$ cat src/rtl/id_stage_p.sv
// Instruction-decode stage: decode, register file with write-through, RAW hazard
// detection and the ID/EX register. Optional operand forwarding under ID_FWD_EN.
module id_stage_p #(
    parameter int XLEN  = 32,
    parameter int NREGS = 32,
    parameter int PC_W  = 32,
    parameter int CNT_W = 16
) (
    input  logic             clk,
    input  logic             rst,
    input  logic [31:0]      instr,
    input  logic [PC_W-1:0]  pc_in,
    input  logic             wb_en,
    input  logic [4:0]       wb_dest,
    input  logic [XLEN-1:0]  wb_data,
    input  logic             exe_wb_en,
    input  logic [4:0]       exe_dest,
    input  logic             exe_mem_read,
    input  logic [XLEN-1:0]  exe_fwd_data,
    input  logic             mem_wb_en,
    input  logic [4:0]       mem_dest,
    input  logic [XLEN-1:0]  mem_fwd_data,
    input  logic             flush_in,
    output logic             stall_out,
    output logic             ex_valid,
    output logic             ex_wb_en,
    output logic             ex_mem_read,
    output logic             ex_mem_write,
    output logic [1:0]       ex_branch,
    output logic [3:0]       ex_cmd,
    output logic [4:0]       ex_dest,
    output logic [XLEN-1:0]  ex_val1,
    output logic [XLEN-1:0]  ex_val2,
    output logic [XLEN-1:0]  ex_reg2,
    output logic [PC_W-1:0]  ex_pc,
    output logic [CNT_W-1:0] stall_cnt
);
    localparam int IDX_W = $clog2(NREGS);

    typedef struct packed {
        logic            valid;
        logic            wb_en;
        logic            mem_read;
        logic            mem_write;
        logic [1:0]      branch;
        logic [3:0]      cmd;
        logic [4:0]      dest;
        logic [XLEN-1:0] val1;
        logic [XLEN-1:0] val2;
        logic [XLEN-1:0] reg2;
        logic [PC_W-1:0] pc;
    } idex_t;

    logic [5:0]  op;
    logic [4:0]  rs;
    logic [4:0]  rt;
    logic [4:0]  rd;
    logic [15:0] imm16;

    assign op    = instr[31:26];
    assign rs    = instr[25:21];
    assign rt    = instr[20:16];
    assign rd    = instr[15:11];
    assign imm16 = instr[15:0];

    logic       dec_wb;
    logic       dec_mr;
    logic       dec_mw;
    logic [1:0] dec_br;
    logic [3:0] dec_cmd;
    logic       dec_imm;
    logic       is_r;
    logic       use_rs;
    logic       use_rt;

    always_comb begin
        dec_wb  = 1'b0;
        dec_mr  = 1'b0;
        dec_mw  = 1'b0;
        dec_br  = 2'b00;
        dec_cmd = 4'b0000;
        dec_imm = 1'b0;
        is_r    = 1'b0;
        use_rs  = 1'b0;
        case (op)
            6'h01: begin is_r = 1'b1; dec_cmd = 4'b0000; end
            6'h03: begin is_r = 1'b1; dec_cmd = 4'b0010; end
            6'h05: begin is_r = 1'b1; dec_cmd = 4'b0100; end
            6'h06: begin is_r = 1'b1; dec_cmd = 4'b0101; end
            6'h07: begin is_r = 1'b1; dec_cmd = 4'b0110; end
            6'h08: begin is_r = 1'b1; dec_cmd = 4'b0111; end
            6'h09: begin is_r = 1'b1; dec_cmd = 4'b1000; end
            6'h0A: begin is_r = 1'b1; dec_cmd = 4'b1000; end
            6'h0B: begin is_r = 1'b1; dec_cmd = 4'b1001; end
            6'h0C: begin is_r = 1'b1; dec_cmd = 4'b1010; end
            6'h20: begin dec_wb = 1'b1; dec_imm = 1'b1; use_rs = 1'b1; dec_cmd = 4'b0000; end
            6'h21: begin dec_wb = 1'b1; dec_imm = 1'b1; use_rs = 1'b1; dec_cmd = 4'b0010; end
            6'h24: begin dec_wb = 1'b1; dec_mr = 1'b1; use_rs = 1'b1; end
            6'h25: begin dec_mw = 1'b1; use_rs = 1'b1; end
            6'h28: begin dec_br = 2'b01; use_rs = 1'b1; end
            6'h29: begin dec_br = 2'b10; use_rs = 1'b1; end
            6'h2A: begin dec_br = 2'b11; end
            default: ;
        endcase
        if (is_r) begin
            dec_wb = 1'b1;
            use_rs = 1'b1;
        end
        use_rt = is_r | dec_mw | (dec_br == 2'b10);
    end

    // Register file: flop array so reset can clear every entry in one cycle.
    logic [XLEN-1:0]  regs_reg [NREGS];
    logic [IDX_W-1:0] wb_idx;

    assign wb_idx = wb_dest[IDX_W-1:0];

    always_ff @(posedge clk) begin
        if (rst) begin
            for (int i = 0; i < NREGS; i++) begin
                regs_reg[i] <= '0;
            end
        end else if (wb_en && wb_idx != '0) begin
            regs_reg[wb_idx] <= wb_data;
        end
    end

    // Index 0 = rs port, index 1 = rt port.
    logic [1:0][4:0]      src_field;
    logic [1:0][XLEN-1:0] src_val;
    logic [1:0][XLEN-1:0] opnd;
    logic [1:0]           exe_hit;
    logic [1:0]           mem_hit;
    logic [1:0]           src_used;
    logic                 hazard;

    assign src_field = {rt, rs};
    assign src_used  = {use_rt, use_rs};

    generate
        for (genvar gi = 0; gi < 2; gi++) begin : g_src
            logic [IDX_W-1:0] idx;
            assign idx = src_field[gi][IDX_W-1:0];
            assign src_val[gi] = (idx == '0) ? '0 :
                                 (wb_en && wb_idx == idx) ? wb_data : regs_reg[idx];
            assign exe_hit[gi] = (src_field[gi] != 5'd0) && exe_wb_en && (exe_dest == src_field[gi]);
            assign mem_hit[gi] = (src_field[gi] != 5'd0) && mem_wb_en && (mem_dest == src_field[gi]);
`ifdef ID_FWD_EN
            assign opnd[gi] = exe_hit[gi] ? exe_fwd_data :
                              mem_hit[gi] ? mem_fwd_data : src_val[gi];
`else
            assign opnd[gi] = src_val[gi];
`endif
        end
    endgenerate

`ifdef ID_FWD_EN
    // Only a load sitting in EXE cannot be forwarded yet.
    assign hazard = (|(exe_hit & src_used)) && exe_mem_read;
`else
    logic unused_fwd;
    assign unused_fwd = ^{exe_fwd_data, mem_fwd_data, exe_mem_read};
    assign hazard = |((exe_hit | mem_hit) & src_used);
`endif

    assign stall_out = hazard && !flush_in && !rst;

    idex_t idex_reg;
    idex_t idex_next;

    always_comb begin
        idex_next = '0;
        if (!flush_in && !stall_out) begin
            idex_next.valid     = 1'b1;
            idex_next.wb_en     = dec_wb;
            idex_next.mem_read  = dec_mr;
            idex_next.mem_write = dec_mw;
            idex_next.branch    = dec_br;
            idex_next.cmd       = dec_cmd;
            idex_next.dest      = dec_imm ? rt : rd;
            idex_next.val1      = opnd[0];
            idex_next.val2      = dec_imm ? {{(XLEN-16){imm16[15]}}, imm16} : opnd[1];
            idex_next.reg2      = opnd[1];
            idex_next.pc        = pc_in;
        end
    end

    logic [CNT_W-1:0] stall_cnt_reg;

    always_ff @(posedge clk) begin
        if (rst) begin
            idex_reg      <= '0;
            stall_cnt_reg <= '0;
        end else begin
            idex_reg <= idex_next;
            if (stall_out && stall_cnt_reg != '1) begin
                stall_cnt_reg <= stall_cnt_reg + 1'b1;
            end
        end
    end

    assign ex_valid     = idex_reg.valid;
    assign ex_wb_en     = idex_reg.wb_en;
    assign ex_mem_read  = idex_reg.mem_read;
    assign ex_mem_write = idex_reg.mem_write;
    assign ex_branch    = idex_reg.branch;
    assign ex_cmd       = idex_reg.cmd;
    assign ex_dest      = idex_reg.dest;
    assign ex_val1      = idex_reg.val1;
    assign ex_val2      = idex_reg.val2;
    assign ex_reg2      = idex_reg.reg2;
    assign ex_pc        = idex_reg.pc;
    assign stall_cnt    = stall_cnt_reg;
endmodule

$ cat config.mk
export PLATFORM = sky130hd
export DESIGN_NAME = id_stage_p
export DESIGN_NICKNAME = d
export VERILOG_FILES = /design/src/rtl/id_stage_p.sv
export SDC_FILE = /design/constraint.sdc
export NUM_CORES = 2
export LEC_CHECK = 0
export CORE_MARGIN = 2
export CORE_UTILIZATION = 60
export CTS_CLUSTER_SIZE = 28
export DETAILED_ROUTE_END_ITERATION = 7
export GPL_TIMING_DRIVEN = 0
export PLACE_DENSITY = 0.79
export SYNTH_ARGS = -nofsm -noshare
export SYNTH_HDL_FRONTEND = slang
export SYNTH_SLANG_ARGS = --single-unit
$ cat constraint.sdc
create_clock -name clk -period 4.07 [get_ports clk]
set_clock_uncertainty 0.05 [all_clocks]
set_input_delay 0.6105 -clock clk [delete_from_list [all_inputs] [get_ports clk]]
set_output_delay 0.6105 -clock clk [all_outputs]
set_load 0.02 [all_outputs]
==> impl_metrics.env <==
export IMPL_synthTopCellsByArea="edfxtp_1, mux4_2, and2_1, dfxtp_1, mux2i_1"
export IMPL_io_buffers=265
export IMPL_final_cell_mix="and2_1, edfxtp_1, mux4_2"
export IMPL_final_net_count=4690
export IMPL_cts_buffers=131
export IMPL_fin_ws_ns=-0.334
export IMPL_syn_inst=4076
export IMPL_yosys_area_share_simple=0.140
export IMPL_die_h_um=321
export IMPL_place_congestion=1.04
export IMPL_routed_via_count=42000
export IMPL_fin_crit_ns=4.40
export IMPL_syn_area_per_cell_um2=14.8
export IMPL_seq_area_frac_synth=0.562
export IMPL_clkSinkCount=1183
export IMPL_hold_class="primary input to flip-flop"
export IMPL_end_kind="flip-flop"
export IMPL_grt_max_degree=33
export IMPL_start_util=0.604
export IMPL_dieWidth_um=321
export IMPL_hold_viol_final=0
export IMPL_p_total_mw=29.9
export IMPL_pin_count=342
export IMPL_cts_tree="done"
export IMPL_finalCritPeriodShare=1.08
export IMPL_tightest_slew_ns=1.45
export IMPL_dp_cells=5671
export IMPL_worstPathRequired_ns=4.58
export IMPL_synth_xor_area_share=0.00464
export IMPL_final_common_cell="and2_1"
export IMPL_grt_ovfl_total=0
export IMPL_synth_top_cell_area_share=0.509
export IMPL_drc=0
export IMPL_setup_violations=6
export IMPL_cts_hold_buf=0
export IMPL_synthAdderAreaFrac=0.000207
export IMPL_stdcell_count=5924
export IMPL_peakVddDrop_mv=0.386
export IMPL_synth_top_area_cell="edfxtp_1"
export IMPL_routedWlPerCell_um=37.7
export IMPL_critPathKind="primary input to flip-flop"
export IMPL_synth_edf_count=1024
export IMPL_clockBufferDepth=3
export IMPL_firstDrtPassIters=7
export IMPL_outcome="finished, violations left"
export IMPL_max_cap_violations=0
export IMPL_power_density_nw_per_um2=433
export IMPL_num_rows=116
export IMPL_grt_pass1_wl_um=306000
export IMPL_synth_compound_area_frac=0.0322
export IMPL_total_leakage_power_nw=24.0
export IMPL_grt_pass1_vias=41200
export IMPL_dp_slack_ns=-0.871
export IMPL_worstPathArrival_ns=4.91
export IMPL_synth_warning_count=0
export IMPL_grt_antenna_before_repair=13
export IMPL_muxShareOfSynthArea=0.227
export IMPL_ys_types=70
export IMPL_synthesis_area_um2=60400
export IMPL_cts_root_buf="clkbuf_16"
export IMPL_synth_top_family_by_area="multiplexers"
export IMPL_synthToLayoutAreaGrowth_pct=14.4
export IMPL_core_area_um2=99900
export IMPL_track_usage=0.436
export IMPL_largest_register_ffs=1024
export IMPL_drtAntennaViolNets=0
export IMPL_synth_seq_cells=1183
export IMPL_clk_latency_ns=0.77
export IMPL_final_max_slew_violation_count=0
export IMPL_cts_htree_levels=4
export IMPL_drive_above_1_share=0.202
export IMPL_slew_headroom=0.0252
export IMPL_routed_wl_um=223000
export IMPL_violations="negative setup slack"
export IMPL_dp_hpwl_um=158000
export IMPL_start_kind="primary input"
export IMPL_vias_per_cell=7.09
export IMPL_cp_max_fo=10
export IMPL_max_freq_mhz=227
export IMPL_die_area_um2=103000
export IMPL_synth_flop_cell="edfxtp_1"
export IMPL_drt_iter0_markers=7457
export IMPL_async_flop_share=0
export IMPL_clk_pin_slew_worst_paths_ns=0.07
## per-stage QoR
step	instance area (µm²)	hold WS, ns	util	setup TNS (ns)
after floorplan	60500	0.501	-	0
after global placement	64800	0.433	0.648	-172.34
after detailed placement	64800	0.458	0.649	-191.62
after CTS	69000	0.113	0.691	0
after global routing	69000	0.157	0.691	-0.00367
final	69000	0.145	0.691	-0.928
## timing repair
| item | in CTS | in global routing |
|---|---|---|
| pin swaps | 1 | 1 |
| buffers inserted | 1 | 0 |
| gates resized for setup | 11 | 7 |
| setup endpoints to repair | 3 | 6 |
## power breakdown
group / internal (mW) / leakage (nW) / switching, mW / total [mW]
registers: 13.8 / 11.1 / 0.338 / 14.2
logic: 1.57 / 10.9 / 2.40 / 3.97
clock network: 6.72 / 2.04 / 5.02 / 11.7
total: 22.1 / 24.0 / 7.76 / 29.9
## worst paths after layout
check                                 startpoint                         to  slack, ns  depth (start not counted)
hold / removal                         instr[27]     ex_mem_read$_SDFF_PP0_       0.15                          2
setup reg to reg  regs_reg[31][14]$_SDFFCE_PN0P_     ex_val2[14]$_SDFF_PP0_       1.14                          7
setup / recovery                       instr[20]     ex_val1[15]$_SDFF_PP0_      -0.33                          8
hold reg to reg        stall_cnt[0]$_SDFFE_PP0P_  stall_cnt[0]$_SDFFE_PP0P_       0.47                          1
## metal layers
metal / wire length [µm] / global-route usage / up-vias
li1: - / - / 16300
met1: 70900 / 0.517 / 20700
met2: 97400 / 0.641 / 3914
met3: 30200 / 0.144 / 1040
met4: 24500 / 0.380 / 8
met5: 83 / 0.00284 / -
## Yosys cell counts, types with 35 or more instances
master,instances
a211oi_1,52
mux2i_1,133
a21oi_1,47
nor2b_1,40
mux2_2,46
mux4_2,525
o21ai_0,46
edfxtp_1,1024
o22ai_1,49
nand2_1,73
clkbuf_1,284
buf_2,65
nor2_1,141
dfxtp_1,159
a22oi_1,40
or2_2,35
and2_1,1036
## kinds of logic (layout without fill, tap and decap cells)
logic type / Yosys count / after routing
buf+inv: 426 / 930
fa+ha+maj: 1 / 1
other cells: 1 / 47
simple gates: 1433 / 1433
compound gates: 294 / 294
flops: 1183 / 1183
xor+xnor: 32 / 32
mux: 706 / 706
## area by class of cell
type / count / area, µm²
diodes: 15 / 37.5
plain buffers: 413 / 2020
clock buffers: 170 / 3670
clock inverters: 67 / 478
fillers: 6731 / 30800
inverters: 13 / 48.8
multi-input cells: 2498 / 24600
flip-flops and latches: 1183 / 33900
well taps: 1298 / 1620
repair buffers: 267 / 2680
## worst max-delay path, stage by stage
cell and delay, ns:
clkdlybuf4s50_1 0.45, or2_2 0.31, buf_2 0.24, nor3_2 0.65, o311a_1 0.65, nand2_1 0.45, clkbuf_1 0.44, a211oi_1 1.07
Power figures use the tool's default switching activity.
